===== config.mk =====
export PLATFORM = sky130hd
export DESIGN_NAME = ram_arbiter
export DESIGN_NICKNAME = d
export VERILOG_FILES = /design/src/rtl/ram_arb_pkg.sv /design/src/rtl/rr_arb2.sv /design/src/rtl/ram_arbiter.sv
export SDC_FILE = /design/constraint.sdc
export NUM_CORES = 1
export LEC_CHECK = 0
export CORE_AREA = 3 3 81 98
export CTS_CLUSTER_DIAMETER = 80
export CTS_CLUSTER_SIZE = 40
export DETAILED_ROUTE_END_ITERATION = 8
export DIE_AREA = 0 0 84 101
export GPL_ROUTABILITY_DRIVEN = 0
export PLACE_DENSITY = 0.84
export SLEW_MARGIN = 20
export SYNTH_ARGS = -nofsm -noshare
export SYNTH_HDL_FRONTEND = slang
export SYNTH_SLANG_ARGS = --single-unit
export TNS_END_PERCENT = 10

===== constraint.sdc =====
create_clock -name clk -period 2.04 [get_ports clk]
set_input_delay 0.408 -clock clk [delete_from_list [all_inputs] [get_ports clk]]
set_output_delay 0.408 -clock clk [all_outputs]
set_load 0.03 [all_outputs]

===== src/rtl/ram_arb_pkg.sv =====
// Shared types and constants for the main-RAM arbiter.
// Ports are numbered by requester: the CPU bus is port 0 and the DMA/peripheral port is port 1.
package ram_arb_pkg;

   typedef enum logic [1:0] {
      IDLE   = 2'd0,
      ACCESS = 2'd1,
      DONE   = 2'd2
   } state_t;

   localparam int PORT_CPU = 0;
   localparam int PORT_DMA = 1;

endpackage


===== src/rtl/rr_arb2.sv =====
// Combinational two-way round-robin pick.
// When both eligible ports request, the port that was not granted last wins.
module rr_arb2 (
   input  logic [1:0] req,
   input  logic       last,
   input  logic [1:0] excl,
   output logic       gnt_valid,
   output logic       gnt_idx
);

   logic [1:0] elig;

   assign elig      = req & ~excl;
   assign gnt_valid = |elig;
   assign gnt_idx   = (elig == 2'b11) ? ~last : elig[1];

endmodule


===== src/rtl/ram_arbiter.sv =====
// Two-port round-robin arbiter and single-cycle sequencer for the 32Kx16 main RAM.
// Odd-address word accesses are trapped at grant and complete with err instead of a RAM cycle.
//
//   state  | meaning
//   IDLE   | no access in flight; grant any requester
//   ACCESS | RAM cycle on latched request (suppressed if trapped)
//   DONE   | ack/err to granted port; may grant the other port directly
module ram_arbiter
   import ram_arb_pkg::*;
#(
   parameter int ADDR_W = 16,
   parameter int DATA_W = 16
) (
   input  logic              clk,
   input  logic              reset_n,
   input  logic [1:0]        req,
   input  logic [ADDR_W-1:0] addr0,
   input  logic [ADDR_W-1:0] addr1,
   input  logic [DATA_W-1:0] wdata0,
   input  logic [DATA_W-1:0] wdata1,
   input  logic [1:0]        we,
   input  logic [1:0]        byte_op,
   output logic [1:0]        ack,
   output logic [1:0]        err,
   output logic [DATA_W-1:0] rdata,
   output logic [ADDR_W-1:0] ram_addr,
   output logic [DATA_W-1:0] ram_di,
   input  logic [DATA_W-1:0] ram_do,
   output logic              ram_ce_n,
   output logic              ram_we_n,
   output logic              ram_byte_op
);

   state_t            state_q, state_d;
   logic              last_q;
   logic              gnt_q;
   logic              we_q;
   logic              err_q;
   logic [ADDR_W-1:0] addr_q;
   logic [DATA_W-1:0] wdata_q;
   logic              byte_q;
   logic [DATA_W-1:0] rdata_q;

   logic [1:0]        excl;
   logic              gnt_valid;
   logic              gnt_idx;
   logic              load;
   logic [ADDR_W-1:0] sel_addr;
   logic [DATA_W-1:0] sel_wdata;
   logic              sel_we;
   logic              sel_byte;
   logic              ram_cycle;
   logic [1:0]        gnt_onehot;

   // The port just acknowledged still holds req in DONE, so mask it out.
   assign excl = (state_q == DONE) ? gnt_onehot : 2'b00;

   rr_arb2 u_rr_arb2 (
      .req       (req),
      .last      (last_q),
      .excl      (excl),
      .gnt_valid (gnt_valid),
      .gnt_idx   (gnt_idx)
   );

   assign load      = gnt_valid && (state_q == IDLE || state_q == DONE);
   assign sel_addr  = gnt_idx ? addr1  : addr0;
   assign sel_wdata = gnt_idx ? wdata1 : wdata0;
   assign sel_we    = gnt_idx ? we[1]      : we[0];
   assign sel_byte  = gnt_idx ? byte_op[1] : byte_op[0];

   always_comb begin
      state_d = state_q;
      case (state_q)
         IDLE:    if (gnt_valid) state_d = ACCESS;
         ACCESS:  state_d = DONE;
         DONE:    state_d = gnt_valid ? ACCESS : IDLE;
         default: state_d = IDLE;
      endcase
   end

   always_ff @(posedge clk or negedge reset_n) begin
      if (!reset_n) begin
         state_q <= IDLE;
         last_q  <= 1'b1;
         gnt_q   <= 1'b0;
         we_q    <= 1'b0;
         err_q   <= 1'b0;
         addr_q  <= '0;
         wdata_q <= '0;
         byte_q  <= 1'b0;
         rdata_q <= '0;
      end else begin
         state_q <= state_d;
         if (load) begin
            last_q  <= gnt_idx;
            gnt_q   <= gnt_idx;
            addr_q  <= sel_addr;
            wdata_q <= sel_wdata;
            we_q    <= sel_we;
            byte_q  <= sel_byte;
            err_q   <= ~sel_byte & sel_addr[0];
         end
         if (ram_cycle && !we_q) rdata_q <= ram_do;
      end
   end

   assign ram_cycle   = (state_q == ACCESS) && !err_q;
   assign gnt_onehot  = gnt_q ? 2'b10 : 2'b01;

   assign ack         = (state_q == DONE) ? gnt_onehot : 2'b00;
   assign err         = (state_q == DONE && err_q) ? gnt_onehot : 2'b00;
   assign rdata       = rdata_q;
   assign ram_addr    = addr_q;
   assign ram_di      = wdata_q;
   assign ram_byte_op = byte_q;
   assign ram_ce_n    = ~ram_cycle;
   assign ram_we_n    = ~(ram_cycle && we_q);

endmodule

# Word-level counts from Yosys, hierarchy flattened
# Index checks and enable logic that the tools add are counted.
dict set report word_totals {
  output_inout_bits 55
  ff_bits 55
  in_bits 88
  wordCells 41
}
dict set report op_classes {
  reduce_logical 10
  bitwise_logic 7
  n_eq_ne 4
  mux 11
}
# operator count
set op_table {}
lappend op_table {{$mux W16} 2}
lappend op_table {{$mux W2} 4}
lappend op_table {{$pmux W2 S3} 1}
lappend op_table {{$logic_and A1 B1 Y1} 5}
lappend op_table {{$eq A2 B2 Y1 const B} 2}
lappend op_table {{$mux W1} 4}
lappend op_table {{$not A1 Y1} 4}
lappend op_table {{$and A2 B2 Y2} 1}
lappend op_table {{$eq A2 B1 Y1 const B} 1}
lappend op_table {{$logic_not A1 Y1} 2}
lappend op_table {{$logic_not A2 Y1} 1}
lappend op_table {{$ne A2 B2 Y1 const B} 1}
lappend op_table {{$not A2 Y2} 1}
lappend op_table {{$reduce_or A2 Y1} 1}
lappend op_table {{$and A1 B1 Y1} 1}
lappend op_table {{$logic_or A1 B1 Y1} 1}

# Longest topological paths before layout
# Gate-level depths: netlist (run 1).
dict set report logic_depth {
  word_depth 9
  mapped_depth 6
  ltp_nobuf 4
}

# Cells and area by module
# Synthesis (run 1) repeated with hierarchy kept, for this count alone.
dict set report hier_totals {
  cells_unflattened 209
  hier_area_um2 2467.4
}
# mod seq_area_each_um2 area_each_um2 cells_each n_inst
set by_module_without_submodules {}
lappend by_module_without_submodules {ram_arbiter 1377.6 2428.6 204 1}
lappend by_module_without_submodules {rr_arb2 0.0 38.8 5 1}

# Least setup slack after synthesis (run 1)
# OpenSTA, ideal clock, no wires.
dict set report synth_timing {
  kind {reg2out}
  from {reg state_q[0]}
  to {out err[0]}
  t_arrival_ps 1672
  setup_slack_ps -40
  required_time_ps 1632
  stages_incl_launch_ff 3
  n_path_buf 0
  cell_sequence {dfrtp_1 nor3b_1 and2_1}
}
dict set report synth_via {
  elab_chain_cells 3
}
# item line_no
set synth_rtl {}
lappend synth_rtl {{from (decl)} ram_arbiter.sv:34} ;# state_t state_q, state_d;
lappend synth_rtl {{from (signal assigned)} ram_arbiter.sv:94} ;# state_q <= state_d;
lappend synth_rtl {{$eq A2 B2 Y1} ram_arbiter.sv:112} ;# assign err = (state_q == DONE && err_q) ? gnt_onehot : 2'b00;
lappend synth_rtl {{$logic_and A1 B1 Y1} ram_arbiter.sv:112}
lappend synth_rtl {{$mux W2} ram_arbiter.sv:112}
lappend synth_rtl {{to (decl)} ram_arbiter.sv:24} ;# output logic [1:0] err,
# Every way passes these cells.

# Worst setup path after layout (run 1)
dict set report layout_timing {
  from {reg state_q[1]}
  to {out ram_ce_n}
}
dict set report layout_via {
  elab_chain_cells 3
}
# item line_no
set layout_rtl {}
lappend layout_rtl {{$eq A2 B1 Y1} ram_arbiter.sv:108} ;# assign ram_cycle = (state_q == ACCESS) && !err_q;
lappend layout_rtl {{$logic_and A1 B1 Y1} ram_arbiter.sv:108}
lappend layout_rtl {{$not A1 Y1} ram_arbiter.sv:117} ;# assign ram_ce_n = ~ram_cycle;
lappend layout_rtl {{to (decl)} ram_arbiter.sv:29} ;# output logic ram_ce_n,
# Every way passes these cells.

==> results.toml, run 1 <==
[logic_synthesis]
synth_top_flop_cell = "dfrtp_1"
synth_edf_count = 0
synth_common_cells = "dfrtp_1, mux2_4, mux2_2, mux2_1, buf_6"
seq_area_frac_synth = 0.4913
synth_area_leaders = "dfrtp_1, mux2_4, mux2_2"
async_reset_ff_frac = 1.000
postSynthNetCount = 261
synth.cell_area_um2 = 2804
ys_ff_latch = 55
synth_cells = 173
ys_types = 22
yosysWarnings = 0
postSynthAreaPerCell_um2 = 16.21
yosys.area.top_type = "dfrtp_1"
netlist.area_leader.share = 0.4819

[timing]
relSlewSlack = 0.5825
worst_pin_slew_ps = 626.2
final.setup.worst_slack_ps = 131.0
timing.final.crit_share = 0.9358
setup_violations = 0
whs_ps = 103.3
report.final.slew_viol_count = 0
layout_min_cycle_time_ps = 1909
rsz0062_at_grt = "no"
finalHoldViolations = 0
skew_ps = 14.61
clock.fmax_ghz = 0.5238

[clock_network]
worst_setup_hold_path_clk_slew_ps = 110
cts_tree = "built"
clock_latency_ps = 300
htree_levels = 2
cts-buffers-inserted = 5
cts.hold.buffers_added = 0
cts.sinks = 55
post_cts_buffers = 0
cts_root_buf = "clkbuf_8"
clockBufferDepth = 2

[critical_path]
path_depth = 3
r2r-start = "state_q[1]$_DFFE_PN0P_"
worstPathRequired_ps = 1630
r2r_slack_ps = 180
crit_family = "flip-flops"
end_kind = "primary output"
crit_slowest_cell = "dfrtp_1"
worst_r2r_path_depth = 5
timing.critical_path.to = "ram_ce_n"
critPathLaunchType = "register"
crit_buf_inv = 1
worstPathCellList = "and2b_4, nand2b_1, dlygate4sd2_1"
critPathKind = "register to primary output"
arrival_ps = 1500
cpPeakStageDelay_ps = 450
crit_start = "state_q[1]$_DFFE_PN0P_"
worstPathMaxFanout = 6
r2r-end = "ram_di[6]$_DFFE_PN0P_"

[routing]
viasPerCell = 4.706
drc_errors = 0
drtIter0Drc = 47
postRouteAntennaNets = 0
drt_pass1_iterations = 4
avgRoutedWirePerCell_um = 15.96
routed_wl_um = 6623
vias = 1953

[global_route]
grt.overflow.total = 0
grt_pass1_wl_um = 10680
globalRouteTotalUtil = 0.1579
antenna_found_initial = 0
grt_max_degree = 31
grt_pass1_vias = 2159

[placed_design]
place_area_um2 = 4403
place_ws_ps = -188.7
dp_hpwl_um = 5317
portBuffers = 142

[finish]
final_nets = 412
multi_input_area_um2 = 1349
utilization = 0.6246
drive_gt1_frac = 0.3262
antenna_cells = 0
fillCellCount = 580
postLayoutCellArea_um2 = 4491
seq_area_um2 = 1378
area_delta_synth_final_pct = 60.15

[power]
p_per_area_nw_per_um2 = 1510
p_leak_nw = 1.973
p_total_w = 0.006781
vdd_drop_max_uv = 839.6

[min_path]
hold_path_class = "primary input to async pin"

[floorplanning]
fp.dieArea_um2 = 8484
core_area_um2 = 7189
rows = 34
die-height_um = 101
io_pins = 143
start_util = 0.3900
die_x_um = 84

[run_status]
status = "finished, final reports clean"

[flow_run]
maxCapViolCount = 0
[worst min-delay path by stage]
stage / endpoint / start / cells after the start / slack [ps]
3_5_place_dp: rdata[1]$_DFFE_PN0P_ / reset_n / 1 / 460
3_3_place_gp: rdata[1]$_DFFE_PN0P_ / reset_n / 1 / 450
4_1_cts: rdata[1]$_DFFE_PN0P_ / reset_n / 1 / 110
2_1_floorplan: err_q$_DFFE_PN0P_ / reset_n / 0 / 110
5_1_grt: ram_di[12]$_DFFE_PN0P_ / reset_n / 1 / 140
6_report: rdata[1]$_DFFE_PN0P_ / reset_n / 1 / 100
[metrics by stage]
stage	setup TNS, ps	std cells
6_report	0	415
5_1_grt	0	415
4_1_cts	0	415
3_5_place_dp	-5191	407
3_3_place_gp	-4221	407
2_1_floorplan	0	173
[sequential cells by signal (all words and copies together), names as in the netlist]
signal       flops
ram_di          16
gnt_q            1
we_q             1
rdata           16
last_q           1
state_q          2
ram_addr        16
err_q            1
ram_byte_op      1
[cells by family (layout without fill, tap and decap cells)]
logic type | after synthesis | count (layout) | synth area share
AO/OA/AOI/OAI | 5 | 5 | 0.01963
buffers and inverters | 12 | 164 | 0.03346
flip-flops | 55 | 55 | 0.4913
multiplexers | 87 | 87 | 0.4208
AND/OR/NAND/NOR | 14 | 14 | 0.03481
[timing repair]
| item | 4_1_cts | 5_1_grt |
|---|---|---|
| endpoints found under the hold margin | 0 | 0 |
| gates resized for setup | 4 | 1 |
| setup endpoints to repair | 4 | 1 |
[cell type report]
type | instances | area share
clock buffer | 5 | 0.01532
clock inverter | 3 | 0.005015
sequential | 55 | 0.3068
tap | 90 | 0.02508
multi-input combinational | 106 | 0.3004
timing repair buffer | 152 | 0.3441
inverter | 4 | 0.003344
[metal layers]
| metal | vias to the layer above | track usage | part of all wire |
|---|---|---|---|
| met5 | - | 0 | 0 |
| met1 | 953 | 0.1847 | 0.40 |
| li1 | 915 | - | - |
| met2 | 79 | 0.2897 | 0.54 |
| met3 | 6 | 0.03598 | 0.057 |
| met4 | 0 | 0.04455 | 0.012 |
[report_power, final]
| group | internal, W | total (W) | switching [W] |
|---|---|---|---|
| Combinational | 0.00219 | 0.00416 | 0.00198 |
| Sequential | 0.00166 | 0.00201 | 0.000349 |
| Clock | 0.000247 | 0.000608 | 0.000361 |
[cells in the final DEF (no fill, tap or decap), types with 4 or more instances in the layout]
cell type | Yosys | routed
mux2_1 | 8 | 8
buf_4 | 3 | 7
clkdlybuf4s50_1 | 0 | 135
clkbuf_8 | 0 | 5
mux2_2 | 23 | 23
mux2_4 | 54 | 54
dfrtp_1 | 54 | 54
nand2b_1 | 4 | 4
buf_12 | 0 | 5
inv_1 | 4 | 4
(Power assumes the default switching activity.)
==> inputs of run 2 (changes only) <==
--- a/config.mk
+++ b/config.mk
@@ -5,12 +5,14 @@
 export SDC_FILE = /design/constraint.sdc
 export NUM_CORES = 1
 export LEC_CHECK = 0
-export CORE_AREA = 3 3 81 98
+export ABC_AREA = 1
+export CORE_AREA = 3 3 79 96
 export CTS_CLUSTER_DIAMETER = 80
 export CTS_CLUSTER_SIZE = 40
 export DETAILED_ROUTE_END_ITERATION = 8
-export DIE_AREA = 0 0 84 101
+export DIE_AREA = 0 0 82 99
 export GPL_ROUTABILITY_DRIVEN = 0
+export GPL_TIMING_DRIVEN = 0
 export PLACE_DENSITY = 0.84
 export SLEW_MARGIN = 20
 export SYNTH_ARGS = -nofsm -noshare
==> results.toml, run 2 <==
[run_status]
status = "finished, final reports clean"

[clock_network]
cts.sinks = 55
cts.hold.buffers_added = 0
cts_root_buf = "clkbuf_8"
worst_setup_hold_path_clk_slew_ps = 90
htree_levels = 2
post_cts_buffers = 0
cts-buffers-inserted = 5
cts_resized = 3
clockBufferDepth = 2
cts_tree = "built"
clock_latency_ps = 300

[placed_design]
place_inst = 519
place_ws_ps = 202.7
portBuffers = 142
dp_hpwl_um = 6051

[routing]
drt_pass1_iterations = 4
avgRoutedWirePerCell_um = 14.68
drc_errors = 0
viasPerCell = 4.795
drtIter0Drc = 92
routed_wl_um = 7736
vias = 2527
postRouteAntennaNets = 0

[finish]
fillCellCount = 617
mostFrequentLayoutCells = "clkdlybuf4s50_1, a21oi_1, nand2_1"
drive_gt1_frac = 0.1273
seq_area_um2 = 1378
multi_input_area_um2 = 934.6
final_nets = 527
final_common_cell = "clkdlybuf4s50_1"
antenna_cells = 0
stdcell_count = 527
area_delta_synth_final_pct = 62.54
utilization = 0.6205

[critical_path]
worstPathRequired_ps = 1630
cpPeakStageDelay_ps = 410
worst_r2r_path_depth = 8
worstPathMaxFanout = 4
crit_buf_inv = 2
crit_family = "buffers and inverters"
critPathLaunchType = "register"
arrival_ps = 1420
end_kind = "primary output"
worstPathCellList = "inv_2, nand3_2, nor2_1, dlygate4sd2_1"
critPathKind = "register to primary output"
crit_slowest_cell = "dlygate4sd2_1"
path_depth = 4

[logic_synthesis]
postSynthNetCount = 378
async_reset_ff_frac = 1.000
ys_ff_latch = 55
synth_cells = 290
yosysWarnings = 0
synth_common_cells = "a21oi_1, nand2_1, dfrtp_1, nor2_1, inv_1"
netlist.area_leader.share = 0.5227
yosys.area.top_type = "dfrtp_1"
synth_area_leaders = "dfrtp_1, a21oi_1, nand2_1"
ys_types = 19
synth_top_flop_cell = "dfrtp_1"
synth_edf_count = 0
seq_area_frac_synth = 0.5329
synth.cell_area_um2 = 2585
synthMostInstantiatedCell = "a21oi_1"
postSynthAreaPerCell_um2 = 8.914

[power]
p_per_area_nw_per_um2 = 1501
p_leak_nw = 1.903
vdd_drop_max_uv = 697.0
p_total_w = 0.006307

[global_route]
grt_max_degree = 56
globalRouteTotalUtil = 0.1852
grt_pass1_vias = 2566
antenna_found_initial = 0
grt.overflow.total = 0
grt_pass1_wl_um = 11720

[floorplanning]
rows = 33
die-height_um = 99
core_area_um2 = 6771
die_x_um = 82
io_pins = 143
fp.dieArea_um2 = 8118
start_util = 0.3817

[timing]
clock.fmax_ghz = 0.5469
layout_min_cycle_time_ps = 1828
timing.final.crit_share = 0.8963
whs_ps = 136.7
skew_ps = 2.395
worst_pin_slew_ps = 686.1
final.setup.worst_slack_ps = 211.7
relSlewSlack = 0.5426
finalHoldViolations = 0
rsz0062_at_grt = "no"
report.final.slew_viol_count = 0
setup_violations = 0

[min_path]
hold_path_class = "primary input to async pin"

[flow_run]
maxCapViolCount = 0
-- run 2: changes by cell type after synthesis, sizes merged, moves of 18 or more --
| cell | delta |
|---|---|
| a21oi | +62 |
| inv | +22 |
| mux2 | -85 |
| nand2 | +66 |
| nor2 | +34 |
| o21ai | +18 |
-- run 2: layout make-up --
| class | count | area share |
|---|---|---|
| Clock buffer | 6 | 0.01727 |
| Clock inverter | 2 | 0.002978 |
| Tap cell | 87 | 0.02591 |
| Inverter | 26 | 0.02323 |
| Multi-Input combinational cell | 192 | 0.2225 |
| Buffer | 17 | 0.04169 |
| Timing Repair Buffer | 142 | 0.3386 |
| Sequential cell | 55 | 0.3279 |
-- run 2: worst register-to-register path, delay by kind of cell (launching register included) --
family / cells / cell delay [ps]
flip-flops: 1 / 430
buffers and inverters: 3 / 450
AO/OA/AOI/OAI: 1 / 170
AND/OR/NAND/NOR: 4 / 360
-- run 2: cell families after synthesis --
group | after synthesis | synth area share
AO/OA/AOI/OAI | 82 | 0.1820
buffers and inverters | 43 | 0.1055
AND/OR/NAND/NOR | 110 | 0.1796
flip-flops | 55 | 0.5329
-- run 2: routing by layer --
layer | routed length, µm | global-route usage
met4 | 170 | 0.06394
met2 | 3910 | 0.3379
met1 | 2820 | 0.1905
met3 | 835 | 0.06490
met5 | 0 | 0
-- run 2: through the flow --
step | area (µm²) | setup TNS [ps]
after floorplan | 2585 | 0
after global placement | 4115 | -62590
after detailed placement | 4113 | 0
after CTS | 4194 | 0
after global routing | 4202 | 0
final | 4202 | 0
-- run 2: final timing paths --
| path | end | startpoint | slack (ps) |
|---|---|---|---|
| min in group clk | rdata[13]$_DFFE_PN0P_ | rdata[13]$_DFFE_PN0P_ | 490 |
| min | rdata[11]$_DFFE_PN0P_ | reset_n | 140 |
| max in group asynchronous | ram_byte_op$_DFFE_PN0P_ | reset_n | 1440 |
| min reg2reg | rdata[13]$_DFFE_PN0P_ | rdata[13]$_DFFE_PN0P_ | 490 |
| max | err[0] | state_q[0]$_DFFE_PN0P_ | 210 |
| max reg2reg | ram_addr[6]$_DFFE_PN0P_ | state_q[1]$_DFFE_PN0P_ | 560 |
-- run 2: power by group --
part | internal [W] | switching (W) | total [W]
Clock | 0.000241 | 0.000341 | 0.000582
Sequential | 0.00163 | 0.000309 | 0.00194
Combinational | 0.00159 | 0.00219 | 0.00378
==> inputs of run 3 (changes only) <==
--- a/config.mk
+++ b/config.mk
@@ -6,14 +6,14 @@
 export NUM_CORES = 1
 export LEC_CHECK = 0
 export ABC_AREA = 1
-export CORE_AREA = 3 3 79 96
+export CORE_AREA = 10 10 83 99
 export CTS_CLUSTER_DIAMETER = 80
 export CTS_CLUSTER_SIZE = 40
 export DETAILED_ROUTE_END_ITERATION = 8
-export DIE_AREA = 0 0 82 99
+export DIE_AREA = 0 0 93 109
 export GPL_ROUTABILITY_DRIVEN = 0
 export GPL_TIMING_DRIVEN = 0
-export PLACE_DENSITY = 0.84
+export PLACE_DENSITY = 0.9
 export SLEW_MARGIN = 20
 export SYNTH_ARGS = -nofsm -noshare
 export SYNTH_HDL_FRONTEND = slang
==> constraint.sdc (replaced) <==
create_clock -name clk -period 2.29 [get_ports clk]
set_input_delay 0.458 -clock clk [delete_from_list [all_inputs] [get_ports clk]]
set_output_delay 0.458 -clock clk [all_outputs]
set_load 0.03 [all_outputs]
==> results.toml, run 3 (same netlist as run 2, synthesis figures left out) <==
[floorplanning]
die_x_um = 93
io_pins = 143
rows = 32
die-height_um = 109
core_area_um2 = 6326
fp.dieArea_um2 = 10140
start_util = 0.4086

[critical_path]
critPathLaunchType = "register"
worstPathMaxFanout = 4
worstPathCellList = "inv_1, nand3_2, nor2_1, clkdlybuf4s50_1"
critPathKind = "register to primary output"
crit_slowest_cell = "clkdlybuf4s50_1"
worstPathRequired_ps = 1830
path_depth = 4
crit_buf_inv = 2
worst_r2r_path_depth = 7
end_kind = "primary output"
arrival_ps = 1710
cpPeakStageDelay_ps = 680
crit_family = "buffers and inverters"

[finish]
multi_input_area_um2 = 934.6
mostFrequentLayoutCells = "clkdlybuf4s50_1, a21oi_1, nand2_1"
utilization = 0.6655
final_nets = 527
stdcell_count = 525
antenna_cells = 0
area_delta_synth_final_pct = 62.88
final_common_cell = "clkdlybuf4s50_1"
drive_gt1_frac = 0.1273
seq_area_um2 = 1378
fillCellCount = 536

[global_route]
antenna_found_initial = 0
grt_pass1_vias = 2723
grt_pass1_wl_um = 13860
globalRouteTotalUtil = 0.1726
grt_max_degree = 56
grt.overflow.total = 0

[clock_network]
post_cts_buffers = 0
worst_setup_hold_path_clk_slew_ps = 100
cts.sinks = 55
clock_latency_ps = 300
cts-buffers-inserted = 5
cts.hold.buffers_added = 0
clockBufferDepth = 2
cts_root_buf = "clkbuf_8"
cts_resized = 0
htree_levels = 2
cts_tree = "built"

[timing]
skew_ps = 7.224
relSlewSlack = 0.5309
worst_pin_slew_ps = 703.7
setup_violations = 0
clock.fmax_ghz = 0.4605
layout_min_cycle_time_ps = 2172
timing.final.crit_share = 0.9483
finalHoldViolations = 0
rsz0062_at_grt = "no"
report.final.slew_viol_count = 0

[routing]
postRouteAntennaNets = 0
viasPerCell = 4.882
vias = 2563
drtIter0Drc = 111
routed_wl_um = 9219
drc_errors = 0
avgRoutedWirePerCell_um = 17.56
drt_pass1_iterations = 5

[flow_run]
maxCapViolCount = 0

[placed_design]
dp_hpwl_um = 7470
portBuffers = 142
place_inst = 517

[min_path]
hold_path_class = "primary input to async pin"

[power]
p_per_area_nw_per_um2 = 1372
vdd_drop_max_uv = 579.9
p_leak_nw = 1.876
p_total_w = 0.005777

[run_status]
status = "finished, final reports clean"
-- run 3: final cells by class --
cell class	count	share of cell area
sequential	55	0.3272
clock buffer	8	0.02377
multi-input combinational	192	0.2220
timing repair buffer	142	0.3370
buffer	17	0.04160
inverter	26	0.02318
tap	85	0.02526
-- run 3: power breakdown --
part	switching (W)	total [W]	leakage [nW]	internal, W
combinational	0.00204	0.00346	1.18	0.00143
sequential	0.000280	0.00174	0.641	0.00146
clock	0.000302	0.000579	0.0515	0.000277
total	0.00262	0.00578	1.88	0.00316
-- run 3: path summary, 6_finish.rpt --
check                                            start                        to  slack [ps]
worst max-delay path                 gnt_q$_DFFE_PN0P_                    err[0]         120
worst min-delay path                           reset_n  ram_addr[13]$_DFFE_PN0P_         200
worst max register to register  state_q[1]$_DFFE_PN0P_  ram_addr[10]$_DFFE_PN0P_         710
worst min register to register      last_q$_DFFE_PN1P_        last_q$_DFFE_PN1P_         490
max in group asynchronous                      reset_n   ram_addr[4]$_DFFE_PN0P_        1630
min in group clk                    last_q$_DFFE_PN1P_        last_q$_DFFE_PN1P_         490
-- run 3: per-stage QoR --
stage	setup slack (ps)	TNS (ps)	instance area [µm²]	hold WS, ps
finish	118.4	0	4210	198.7
global route	33.11	0	4210	248.1
CTS	107.7	0	4210	216.3
detailed placement	317.9	0	4110	467.2
global placement	-957.1	-51870	4113	462.9
floorplan	865.7	0	2585	162.4
-- run 3: worst reg2reg max path, cell delays in order, from the launching register on --
cell and delay, ps:
dfrtp_1 430, nand3_2 110, nand2_1 70, inv_1 130, nand2_4 110, buf_4 200, a21oi_1 250, a21oi_1 140
-- run 3: routing by layer --
layer | global-route usage | wire length [µm] | share of wire | vias to the layer above
li1 | - | - | - | 1227
met1 | 0.1865 | 3600 | 0.39 | 1196
met2 | 0.3074 | 4621 | 0.50 | 132
met3 | 0.06740 | 909 | 0.099 | 8
met4 | 0.04636 | 88 | 0.0095 | 0
met5 | 0 | 0 | 0 | -
==> RTL edit 1: new RTL, flow settings as in run 2 <==
The 3 states of `state_t` get a one-hot encoding in 3 bits.
--- a/src/rtl/ram_arb_pkg.sv
+++ b/src/rtl/ram_arb_pkg.sv
@@ -3,8 +3,8 @@
 package ram_arb_pkg;
 
-   typedef enum logic [1:0] {
-      IDLE   = 2'd0,
-      ACCESS = 2'd1,
-      DONE   = 2'd2
+   typedef enum logic [2:0] {
+      IDLE   = 3'b001,
+      ACCESS = 3'b010,
+      DONE   = 3'b100
    } state_t;
 
Formal check against the unedited RTL: no difference found for any inputs over 10 cycles, from zero or initial values and one cycle with reset_n low; not proved beyond that.
==> RTL edit 1 against run 2 <==
Cell area grew 1.3%. Wire length up 1.6%. Core utilization is 0.78 points higher. Area after synthesis up 1.4%. Sequential cell count increased by 1. Non-clock buffer count is 1 higher. Hold slack better by 16 ps. Worst setup slack worse by 140 ps. Power is 7.8% higher. Combinational power increased by 7.1%. Largest cell class unchanged. Largest power group unchanged. Highest routed layer unchanged.
==> RTL edit 1: results (changes against run 2) <==
Layout
  • Fin nets: 532 (was 527)

Global route
  • Met2 Use GR: 36.84% (was 33.79%)
  • Largest net degree at the start of global routing: 57 (was 56)
  • First-pass GRT wire length: 12.40 mm (was 11.72 mm)
  • Met1 track demand over resource: 21.33% (was 19.05%)
  • Gr usage total: 19.48% (was 18.52%)
  • Vias in the first global route: 2662 (was 2566)

Timing
  • Final Skew: 7.702 ps (was 2.395 ps)
  • Worst Tran Pin Value: 714.4 ps (was 686.1 ps)

CTS
  • Clk buf depth: 2 (unchanged)
  • Setup Fix Bufs, Post-CTS: 0 (unchanged)

Detailed routing
  • Via count: 2512 (was 2527)
  • WL met3: 616 um (was 835 um)
  • Routed len/inst: 14.77 um (was 14.68 um)
  • Met1 WL: 2.986 mm (was 2.820 mm)
  • Vias per cell: 4.722 (was 4.795)
  • DR iter-0 viols: 113 (was 92)
  • Met2 wire length: 4.202 mm (was 3.910 mm)

Worst setup path
  • CP Launch Point: state_q[1] (was state_q[0])
  • Flop2flop setup slack: 310 ps (was 560 ps)
  • Crit path DAT: 1560 ps (was 1420 ps)
  • Kind of cell adding the most delay to the critical path: simple AND/OR/NAND/NOR gates (was buffers and inverters)
  • Critical path's slowest cell: dfrtp_1 (was dlygate4sd2_1)
  • Critical R2R Capture: ram_addr[9] (was ram_addr[6])
  • Cells on worst reg2reg path: 9 (was 8)
  • Reg2reg start: state_q[0] (was state_q[1])

Yosys
  • Avg Inst Size Synth: 8.886 um^2 (was 8.914 um^2)
  • Post-Synth Adder-Cell Area: 0% (unchanged)
  • Synth Area in XOR/XNOR: 0.3341% (was 0%)
  • Main flop type after synthesis: dfrtp_1 (unchanged)
  • Most frequent cells after synthesis: a21oi_1 (64), nand2_1 (60), dfrtp_1 (54), nor2_1 (37), inv_1 (22) (was a21oi_1 (64), nand2_1 (60), dfrtp_1 (54), nor2_1 (34), inv_1 (23))
  • Register area share after synthesis: 53.56% (was 53.29%)
  • Area contributors post-synth: dfrtp_1 (52%), a21oi_1 (12%), nand2_1 (8.6%), o21ai_2 (5.3%), nor2_1 (5.3%) (was dfrtp_1 (52%), a21oi_1 (12%), nand2_1 (8.7%), o21ai_2 (5.4%), nor2_1 (4.9%))

Pwr
  • Maximum vdd drop: 0.8094 mV (was 0.6970 mV)
  • Leak: 1.906 nW (was 1.903 nW)

Run status
  • Status: completed (unchanged)

Place
  • Dpl hpwl: 6.033 mm (was 6.051 mm)
  • Placed cells: 524 (was 519)
## RTL edit 1: cell count changes after synthesis, sizes merged
cell   before  now
buf        17   18
inv        26   25
nor2       35   37
dfstp       1    2
nor3b       0    1
xnor2       0    1
## RTL edit 1: kinds of logic (layout without fill, tap and decap cells)
family / Yosys count / count (layout)
flops: 56 / 56
xor+xnor: 1 / 1
compound gates: 82 / 82
simple gates: 113 / 113
buf+inv: 43 / 193
## RTL edit 1: power breakdown
group / leakage, nW / switching [mW] / internal, mW
registers: 0.646 / 0.321 / 1.69
logic: 1.21 / 2.34 / 1.71
clock network: 0.0541 / 0.366 / 0.364
total: 1.91 / 3.03 / 3.77
## RTL edit 1: through the flow
step	cell area, um^2	hold slack [ps]	util [%]	setup WS, ps
after floorplan	2621	112.4	-	498.5
after global placement	4151	462.0	61.31	-1183
after detailed placement	4149	465.8	61.27	112.7
after CTS	4253	174.9	62.80	43.15
after global routing	4254	197.8	62.82	4.147
final	4254	153.0	62.82	71.77
## RTL edit 1: how the worst min path moves through the flow
stage	cells after the start	to
detailed placement	2	err_q
global placement	2	rdata[3]
finish	1	rdata[15]
floorplan	0	err_q
global route	1	rdata[15]
CTS	1	ram_di[8]
## RTL edit 1: layout make-up
| type | instances | area (um^2) |
|---|---|---|
| Fill cell | 583 | 2517 |
| Timing Repair Buffer | 142 | 1413 |
| Sequential cell | 56 | 1404 |
| Multi-Input combinational cell | 196 | 957.2 |
| Buffer | 18 | 166.4 |
| Tap cell | 87 | 108.9 |
| Inverter | 25 | 93.84 |
| Clock buffer | 5 | 68.82 |
| Clock inverter | 3 | 42.54 |
## RTL edit 1: what timing repair did
item,4_1_cts,5_1_grt
gates resized for setup,6,1
endpoints found under the setup margin,6,1
hold endpoints to repair,0,0
hold buffers,0,0
cloned,0,0
==> RTL edit 2: new RTL, config.mk and constraints of run 2 <==
Made on the original files. The parameter `ADDR_W` goes from 16 to 17.
--- a/src/rtl/ram_arbiter.sv
+++ b/src/rtl/ram_arbiter.sv
@@ -9,5 +9,5 @@
    import ram_arb_pkg::*;
 #(
-   parameter int ADDR_W = 16,
+   parameter int ADDR_W = 17,
    parameter int DATA_W = 16
 ) (
Interface: changed (resized addr0, addr1 and ram_addr); port bits go from 143 to 146. The function was not compared with the original's and may differ.
==> RTL edit 2 against run 2 <==
Power grew 2.2%. Cell area grew 2.4%. Sequential cell count grew 1. First-iteration DRC count shrank 11%. Register-to-register slack gained 50 ps. Clock skew grew 9.9 ps. Critical path type unchanged. Cell count grew 1.7%. Wire length shrank 2.9%. Worst setup slack gained 21 ps. Global-route usage grew 0.19 points. Area after synthesis grew 2.2%.
==> RTL edit 2: results (changes against run 2) <==
Yosys
  • Area contributors post-synth: dfrtp_1 (52%), a21oi_1 (11%), nand2_1 (9.1%), o21ai_2 (5.3%), nor2_1 (5.0%) (was dfrtp_1 (52%), a21oi_1 (12%), nand2_1 (8.7%), o21ai_2 (5.4%), nor2_1 (4.9%))
  • Compound-cell area share of the yosys netlist: 19.32% (was 18.20%)
  • Register area share after synthesis: 53.08% (was 53.29%)
  • Most frequent cells after synthesis: nand2_1 (64), a21oi_1 (58), dfrtp_1 (55), nor2_1 (35), inv_1 (22) (was a21oi_1 (64), nand2_1 (60), dfrtp_1 (54), nor2_1 (34), inv_1 (23))
  • Yosys cell types: 20 (was 19)
  • Avg Inst Size Synth: 8.927 um^2 (was 8.914 um^2)
  • Syn Nets: 386 (was 378)
  • Async S/R FF share, synth: 100.0% (unchanged)
  • Yosys top cell area share: 52.08% (was 52.27%)

Layout
  • Fin nets: 538 (was 527)
  • Fillers: 585 (was 617)
  • Util after Layout: 63.51% (was 62.05%)
  • Share of layout cells above drive strength 1: 14.25% (was 12.73%)

Worst setup path
  • Critical R2R Capture: ram_di[9] (was ram_addr[6])
  • CP Launch Point: gnt_q (was state_q[0])
  • Flop2flop setup slack: 610 ps (was 560 ps)
  • Cells on worst reg2reg path: 10 (was 8)
  • Crit path DAT: 1400 ps (was 1420 ps)
  • Reg2reg start: state_q[0] (was state_q[1])

Detailed routing
  • DR iter-0 viols: 82 (was 92)
  • Routed WL: 7.514 mm (was 7.736 mm)
  • Vias per cell: 4.771 (was 4.795)
  • Routed len/inst: 14.02 um (was 14.68 um)

Timing
  • Final WS setup: 232.3 ps (was 211.7 ps)
  • Worst Tran Pin Value: 709.2 ps (was 686.1 ps)
  • WHS: 132.3 ps (was 136.7 ps)
  • Final Skew: 12.31 ps (was 2.395 ps)

Pwr
  • Leak: 1.939 nW (was 1.903 nW)
  • Int Pwr: 3.548 mW (was 3.466 mW)
  • Maximum vdd drop: 0.6500 mV (was 0.6970 mV)
  • Power share of the combinational group: 59.6% (was 60.0%)
  • Switching share of power: 44.98% (was 45.04%)

Run status
  • Status: completed (unchanged)

Place
  • Placed cells: 528 (was 519)
  • IO Port Bufs: 145 (was 142)
  • Placed Area: 4200 um^2 (was 4113 um^2)
  • Worst slack at placement: 272.4 ps (was 202.7 ps)

CTS
  • CTS buffer count: 5 (unchanged)
  • Cts repair resizes: 3 (unchanged)

Worst hold path
  • Hold WC Path Type: in2async (unchanged)

Global route
  • Vias in the first global route: 2585 (was 2566)
  • Gr usage total: 18.72% (was 18.52%)
  • First-pass GRT wire length: 11.89 mm (was 11.72 mm)
  • Largest net degree at the start of global routing: 57 (was 56)
-- RTL edit 2: cell families (layout without fill, tap and decap cells) --
group / after synthesis / count (layout)
compound gates: 84 / 84
flops: 56 / 56
buf+inv: 44 / 197
simple gates: 112 / 112
-- RTL edit 2: routing by layer --
metal,track usage [%],up-vias,routed length (um)
met1,21.60,1178,2802
li1,-,1248,-
met2,32.67,110,3948
met5,0,-,0
met3,4.479,21,540
met4,7.289,0,223
-- RTL edit 2: area by class of cell --
| class | count | share of cell area (%) |
|---|---|---|
| Buffer | 18 | 3.841 |
| Clock buffer | 6 | 1.920 |
| Clock inverter | 2 | 0.3200 |
| Inverter | 26 | 2.328 |
| Multi-Input combinational cell | 196 | 22.67 |
| Sequential cell | 56 | 32.62 |
| Tap cell | 87 | 2.531 |
| Timing Repair Buffer | 145 | 33.78 |
-- RTL edit 2: critical path, cell delays in order (launching register included) --
cell	delay [ps]
dfrtp_1	400
inv_1	90
nand3_2	110
nor2_1	100
dlygate4sd2_1	400
